`config.mk`:
```
export PLATFORM = sky130hd
export DESIGN_NAME = acq_sequencer
export DESIGN_NICKNAME = d
export VERILOG_FILES = /design/src/rtl/acq_seq_pkg.sv /design/src/rtl/acq_seq_chan.sv /design/src/rtl/acq_sequencer.sv
export SDC_FILE = /design/constraint.sdc
export NUM_CORES = 1
export LEC_CHECK = 0
export CORE_MARGIN = 2
export CORE_UTILIZATION = 57
export DETAILED_ROUTE_END_ITERATION = 8
export PLACE_DENSITY = 0.85
export SYNTH_ARGS = -nofsm -noshare
export SYNTH_HDL_FRONTEND = slang
export SYNTH_HIERARCHICAL = 1
export SYNTH_SLANG_ARGS = --single-unit
```
`constraint.sdc`:
```
create_clock -name clk -period 4.7 [get_ports clk]
set_input_delay 1.175 -clock clk [delete_from_list [all_inputs] [get_ports clk]]
set_output_delay 1.175 -clock clk [all_outputs]
set_load 0.05 [all_outputs]
```
`src/rtl/acq_seq_pkg.sv`:
```
// Shared types and legacy timing defaults for the programmable acquisition sequencer.
package acq_seq_pkg;

   typedef enum logic {
      ST_IDLE = 1'b0,
      ST_RUN  = 1'b1
   } state_t;

   // Timing of the fixed-count sequencer this block replaces, in clk cycles.
   localparam logic [31:0] DEF_PERIOD = 32'd1000000000;
   localparam logic [31:0] DEF_T_AGC  = 32'd48000000;
   localparam logic [31:0] DEF_T_LD   = 32'd500000000;
   localparam logic [31:0] DEF_T_EN   = 32'd500000100;

endpackage

```
`src/rtl/acq_seq_chan.sv`:
```
// Per-channel output stage: registers the ldctrl pulse and holds the enable level.
module acq_seq_chan (
   input  logic clk,
   input  logic arstn,
   input  logic clr,
   input  logic ld_stb,
   input  logic en_stb,
   input  logic dis_stb,
   input  logic end_stb,
   input  logic mask,
   output logic ldctrl,
   output logic enable
);

   // Clearing (abort, disable count, frame end) wins over a set at the same count.
   always_ff @(posedge clk or negedge arstn) begin
      if (!arstn) begin
         ldctrl <= 1'b0;
         enable <= 1'b0;
      end else begin
         ldctrl <= ld_stb & mask;
         if (clr || dis_stb || end_stb) begin
            enable <= 1'b0;
         end else if (en_stb && mask) begin
            enable <= 1'b1;
         end
      end
   end

endmodule

```
`src/rtl/acq_sequencer.sv`:
```
// Programmable acquisition sequencer: frame counter, event compares and run/idle FSM.
// Optional completed-frame counter is built only when ACQ_SEQ_FRAMECNT_EN is defined.
module acq_sequencer
   import acq_seq_pkg::*;
#(
   parameter int NCH  = 2,
   parameter int CNTW = 32
) (
   input  logic            clk,
   input  logic            arstn,
   input  logic            start,
   input  logic            abort,
   input  logic            periodic,
   input  logic [NCH-1:0]  ch_mask,
   input  logic [CNTW-1:0] t_period,
   input  logic [CNTW-1:0] t_agc,
   input  logic [CNTW-1:0] t_ld,
   input  logic [CNTW-1:0] t_en,
   input  logic [CNTW-1:0] t_dis,
   output logic            agc_load,
   output logic [NCH-1:0]  ldctrl,
   output logic [NCH-1:0]  enable,
   output logic            busy,
   output logic            cfg_err,
   output logic [15:0]     frame_cnt
);

   localparam logic [CNTW-1:0] CNT_ONE = {{(CNTW-1){1'b0}}, 1'b1};

   state_t          state_q;
   state_t          state_d;
   logic            accept;
   logic            refuse;

   logic [CNTW-1:0] cnt_q;
   logic            per_q;
   logic [NCH-1:0]  mask_q;
   logic [CNTW-1:0] t_period_q;
   logic [CNTW-1:0] t_agc_q;
   logic [CNTW-1:0] t_ld_q;
   logic [CNTW-1:0] t_en_q;
   logic [CNTW-1:0] t_dis_q;

   logic            in_run;
   logic            run_act;
   logic            end_hit;
   logic            ld_stb;
   logic            en_stb;
   logic            dis_stb;
   logic            end_stb;
   logic            clr;

   // Strobes fire only while running and not being aborted, so an abort cycle emits nothing.
   assign in_run  = (state_q == ST_RUN);
   assign run_act = in_run & ~abort;
   assign end_hit = (cnt_q == t_period_q);
   assign ld_stb  = run_act & (cnt_q == t_ld_q);
   assign en_stb  = run_act & (cnt_q == t_en_q);
   assign dis_stb = run_act & (cnt_q == t_dis_q);
   assign end_stb = run_act & end_hit;
   assign clr     = in_run & abort;

   always_ff @(posedge clk or negedge arstn) begin
      if (!arstn) begin
         state_q <= ST_IDLE;
      end else begin
         state_q <= state_d;
      end
   end

   // Abort outranks both start and end of frame; a zero period refuses the start.
   always_comb begin
      state_d = state_q;
      accept  = 1'b0;
      refuse  = 1'b0;
      case (state_q)
         ST_IDLE: begin
            if (start && !abort) begin
               if (t_period != '0) begin
                  accept  = 1'b1;
                  state_d = ST_RUN;
               end else begin
                  refuse = 1'b1;
               end
            end
         end
         ST_RUN: begin
            if (abort) begin
               state_d = ST_IDLE;
            end else if (end_hit && !per_q) begin
               state_d = ST_IDLE;
            end
         end
         default: state_d = ST_IDLE;
      endcase
   end

   // Configuration is frozen at an accepted start; later input changes wait for the next one.
   always_ff @(posedge clk or negedge arstn) begin
      if (!arstn) begin
         per_q      <= 1'b0;
         mask_q     <= '0;
         t_period_q <= '0;
         t_agc_q    <= '0;
         t_ld_q     <= '0;
         t_en_q     <= '0;
         t_dis_q    <= '0;
      end else if (accept) begin
         per_q      <= periodic;
         mask_q     <= ch_mask;
         t_period_q <= t_period;
         t_agc_q    <= t_agc;
         t_ld_q     <= t_ld;
         t_en_q     <= t_en;
         t_dis_q    <= t_dis;
      end
   end

   // The counter restarts at every frame end, so it never runs past t_period.
   always_ff @(posedge clk or negedge arstn) begin
      if (!arstn) begin
         cnt_q <= '0;
      end else if (run_act && !end_hit) begin
         cnt_q <= cnt_q + CNT_ONE;
      end else begin
         cnt_q <= '0;
      end
   end

   always_ff @(posedge clk or negedge arstn) begin
      if (!arstn) begin
         agc_load <= 1'b0;
         busy     <= 1'b0;
         cfg_err  <= 1'b0;
      end else begin
         agc_load <= run_act & (cnt_q == t_agc_q);
         busy     <= (state_d == ST_RUN);
         if (accept) begin
            cfg_err <= 1'b0;
         end else if (refuse) begin
            cfg_err <= 1'b1;
         end
      end
   end

   for (genvar i = 0; i < NCH; i++) begin : g_chan
      acq_seq_chan u_chan (
         .clk     (clk),
         .arstn   (arstn),
         .clr     (clr),
         .ld_stb  (ld_stb),
         .en_stb  (en_stb),
         .dis_stb (dis_stb),
         .end_stb (end_stb),
         .mask    (mask_q[i]),
         .ldctrl  (ldctrl[i]),
         .enable  (enable[i])
      );
   end

`ifdef ACQ_SEQ_FRAMECNT_EN
   logic [15:0] frame_q;

   // Counts frames that reach their end count; an aborted frame is not counted.
   always_ff @(posedge clk or negedge arstn) begin
      if (!arstn) begin
         frame_q <= 16'd0;
      end else if (accept) begin
         frame_q <= 16'd0;
      end else if (end_stb && (frame_q != 16'hFFFF)) begin
         frame_q <= frame_q + 16'd1;
      end
   end

   assign frame_cnt = frame_q;
`else
   assign frame_cnt = 16'd0;
`endif

endmodule

```
# Word level (Yosys, flattened, before mapping)

Cells that the tools add are included.
W data, S select, Z words.

Register bits: 202
Input bits: 167
Output and inout port bits: 23
Word-level logic and storage cells: 62

Add/subtract/negate cells: 1
Equal/unequal tests: 5
Muxes and demuxes: 16
Bitwise operators: 11
Reductions and logical operators: 14

Operator list:

| operator                | count |
|---|---|
| $eq A32 B32 Y1          | 5 |
| $add A32 B1 Y32 const B | 1 |
| $mux W32                | 1 |
| $reduce_bool A32 Y1     | 1 |
| $mux W1                 | 14 |
| $and A1 B1 Y1           | 9 |
| $reduce_bool A2 Y1      | 3 |
| $logic_and A1 B1 Y1     | 5 |
| $logic_not A1 Y1        | 3 |
| $logic_or A1 B1 Y1      | 2 |
| $not A1 Y1              | 2 |
| $pmux W1 S2             | 1 |

# Logic depth before layout (Yosys ltp)

Depth in word-level cells: 6
Mapped depth: 8
Mapped depth without buffers: 7

# Cells and area by module

The synthesis kept the hierarchy.

By module, submodules not included:

| module        | instances | cells an instance | area each (um2) | sequential area each (um2) |
|---|---|---|---|---|
| acq_sequencer | 1         | 789               | 10131.0         | 4954.8 |
| acq_seq_chan  | 2         | 5                 | 73.8            | 50.0 |

# Worst setup path after synthesis

Ideal clock, no wire load.

Kind: input to register
Start: in t_period[24]
End: reg t_agc_q[0]
Library setup time: 0.127 ns
Data arrival time: 2.409 ns
Required time: 4.573 ns
Slack: 2.164 ns
Stages on the path: 6
Buffers on the path: 2
Cells stage by stage: nor4_1 nand4_1 o21ai_1 buf_4 buf_6 mux2_1

Longest elaborated chain between the ends: 4

RTL lines:

| element              | line                 | source |
|---|---|---|
| start, declared      | acq_sequencer.sv:15  | `input logic [CNTW-1:0] t_period,` |
| $reduce_bool A32 Y1  | acq_sequencer.sv:79  | `if (t_period != '0) begin` |
| $mux W1              | acq_sequencer.sv:79  |  |
| $mux W1              | acq_sequencer.sv:78  | `if (start && !abort) begin` |
| $mux W1              | acq_sequencer.sv:76  | `case (state_q)` |
| end signal, assigned | acq_sequencer.sv:112 | `t_agc_q <= t_agc;` |
| end, declared        | acq_sequencer.sv:39  | `logic [CNTW-1:0] t_agc_q;` |

Every way passes these cells.
A chain may end at the register's enable or synchronous reset.

# Final worst setup path

Start: in t_period[25]
End: reg t_period_q[30]

Longest elaborated chain between the ends: 4

RTL lines:

| element              | line                 | source |
|---|---|---|
| $reduce_bool A32 Y1  | acq_sequencer.sv:79  |  |
| $mux W1              | acq_sequencer.sv:79  |  |
| $mux W1              | acq_sequencer.sv:78  |  |
| $mux W1              | acq_sequencer.sv:76  |  |
| end signal, assigned | acq_sequencer.sv:111 | `t_period_q <= t_period;` |
| end, declared        | acq_sequencer.sv:38  | `logic [CNTW-1:0] t_period_q;` |

Every way passes these cells.

==> summary.md <==
| Metric | Value |
|---|---|
| WP data required | `5.08 ns` |
| Main combinational cell family by area after synthesis | `multiplexers` |
| Root buf cell | `clkbuf_16` |
| # IOs | `190` |
| Final design utilization | `71.5%` |
| Leading area contributor after synthesis | `dfrtp_1` |
| Max_slew headroom | `38.3%` |
| Grt met3 use | `4.57%` |
| CP max FO | `20` |
| Setup TNS | `0 ns` |
| Fin. max-slew vios | `0` |
| Max Cap Viol | `0` |
| Initial antenna violation count | `1` |
| Xor and xnor area share after synthesis | `15.9%` |
| Vias per cell | `5.75` |
| First-pass GRT wire length | `40.8 mm` |
| Most frequently used flop master after synthesis | `dfrtp_1` |
| Endpoints failing hold | `0` |
| Distinct cells, synth | `37` |
| Largest net degree at the start of global routing | `114` |
| Non-Filler Instances | `1200` |
| Routed Antenna Nets | `0` |
| FFs w/ async S/R, synth | `100%` |
| Grt met1 use | `37.7%` |
| Mapped Area | `10300 sq um` |
| Worst hold margin | `0.497 ns` |
| Routing usage on met2 | `45.6%` |
| CTS tree | `yes` |
| Post-cts sizing count | `0` |
| Clk_skew | `0.0241 ns` |
| Worst VDD drop | `0.000343 V` |
| Fillers | `1209` |
| Top cells by area, synth | `dfrtp_1, mux2_1, xnor2_1` |
| Cells after Synth | `799` |
| YS warnings | `6` |
| Fin crit period | `3.34 ns` |
| Dpl cells | `1157` |
| CTS sink count | `202` |
| Register area share after synthesis | `49.2%` |
| Mapped Avg Cell Area | `12.9 sq um` |
| Starting Density | `57.6%` |
| Unrepaired setup endpoints after global routing | `false` |
| # DRC | `0` |
| Total track usage | `27.6%` |
| Synth top area share | `49.2%` |
| Later-pin clock latency in the skew report | `0.52 ns` |
| Core Box Area | `17800 sq um` |
| Drt first pass iters | `4` |
| Dpl hpwl | `17.8 mm` |
| Number of global-route vias before repair | `7131` |
| Routed len/inst | `22.1 um` |
| NumNets Final | `1121` |
| Synth Area in Simple Gates | `10.4%` |
| GRT Max-Usage Layer | `met2` |
| Area grow syn2layout | `24.1%` |
| #FFs+latches synth | `202` |
| Post-CTS Repair Setup Buffers | `0` |
| Status | `complete, no violations` |
| Port bufs | `173` |
| Grt ovf | `0` |
| Startpoint Class | `input pin` |
| PwrDens | `399 nW/um^2` |
| Reg clk slew, reported paths | `0.06 ns` |
| Clk buf depth | `3` |
| Critical path class | `in -> reg` |
| Adder-cell area share of the yosys netlist | `0.122%` |
| Num CTS Buffers | `23` |
| 1st-iter DRT viols | `437` |
| Static Leak | `0.00523 uW` |
| DR vias | `6897` |
| Complex-gate fraction of the synthesized area | `0.694%` |
| Drt total wl | `26.6 mm` |
| Highest clock rate | `0.300 GHz` |
| Die area | `19100 sq um` |
| Post-synthesis mux area share | `17.9%` |
| DIE WIDTH | `138 um` |
| Share of cells above drive strength 1 | `12.2%` |
| Arrival @ worst endpoint | `3.72 ns` |
| Post-cts hold buffer count | `0` |
| Period utilization | `71.0%` |
| CTS H-tree lvls | `1` |
| Hold crit path type | `reg -> reg` |
| Cell Rows | `49` |
| Chip height | `138 um` |
| GP Congestion | `0.825` |
| Worst slew pin tran | `0.925 ns` |
| Number of synthesized flops with an enable pin | `0` |
| # setup viols final | `0` |
| Crit end category | `flip-flop` |
cell families after synthesis:
kind of cell    count (synthesis)
flops                         202
xor+xnor                      187
mux                           163
simple gates                  160
buf+inv                        76
compound gates                  9
fa+ha+maj                       1
other cells                     1
power breakdown:
part           internal [uW]  switching (uW)  total [uW]
combinational            491             342         833
clock                   1250             711        1960
sequential              2050             246        2300
total                   3790            1300        5090
final timing paths:
kind / from / end / slack (ns) / cells after the start
max: t_period[25] / t_period_q[30]$_DFFE_PN0P_ / 1.36 / 6
min in group asynchronous: arstn / t_dis_q[20]$_DFFE_PN0P_ / 0.76 / 1
max in group asynchronous: arstn / t_agc_q[2]$_DFFE_PN0P_ / 2.87 / 2
max reg2reg: cnt_q[0]$_DFF_PN0_ / cnt_q[20]$_DFF_PN0_ / 1.81 / 6
min reg2reg: cfg_err$_DFFE_PN0P_ / cfg_err$_DFFE_PN0P_ / 0.50 / 1
min: cfg_err$_DFFE_PN0P_ / cfg_err$_DFFE_PN0P_ / 0.50 / 1
layer usage:
metal	routed length (um)	part of all wire, %
met4	946	3.6
met5	0	0
met2	12700	48
met1	11000	42
met3	1870	7.0
registers in the layout (all words and copies together) (netlist names), 32 cells and up:
| signal | flops |
|---|---|
| t_dis_q | 32 |
| t_ld_q | 32 |
| cnt_q | 32 |
| t_agc_q | 32 |
| t_en_q | 32 |
| t_period_q | 32 |
per-stage QoR:
stage | total power [uW] | worst slack [ns] | instance area (sq um)
6_report | 5090 | 1.36 | 12800
5_1_grt | 5290 | 1.31 | 12800
4_1_cts | 5120 | 1.39 | 12800
3_5_place_dp | 3150 | 0.973 | 11900
3_3_place_gp | 3100 | 1.03 | 11900
2_1_floorplan | 2830 | 2.16 | 10300
synthesized netlist by cell type (10+ instances only):
library cell and count:
mux2_1 148, nand2_1 10, nor2_2 30, mux2_2 15, nand4_1 29, nor3_1 11, xor2_1 84, dfrtp_1 202
buf_2 13, nand3_1 13, nor4_2 11, buf_4 37, nor4_1 29, buf_6 20, xnor2_1 103
worst max-delay path, cell delays in order:
cell and delay, ns:
clkdlybuf4s50_1 0.44, nor4_1 0.43, nand4_1 0.24, o21ai_4 0.61, buf_4 0.41, mux2_2 0.39
final cells by class:
cell class	instances	area, sq um	share of cell area [%]
diodes	1	2.50	0.0196
repair buffers	184	1840	14.4
clock inverters	8	148	1.16
flip-flops and latches	202	5050	39.6
well taps	229	287	2.25
inverters	6	22.5	0.177
multi-input cells	536	4700	36.9
clock buffers	34	697	5.46
placed cells by master, fill, tap and decap left out, types with 4 or more instances in the layout:
cell and n:
clkbuf_16 23, nor4_1 29, nor4_2 11, conb_1 16, nand3_1 13, bufinv_16 4, mux2_1 148, nor3_1 11
nor2_1 4, dfrtp_1 202, nor2_2 30, mux2_2 15, buf_4 9, xor2_1 84, nand4_1 29, clkdlybuf4s50_1 172
xnor2_1 103, nand2_1 10, inv_1 6, clkbuf_8 9, and2_1 6
Note: power is estimated with default switching activity, not from simulation.
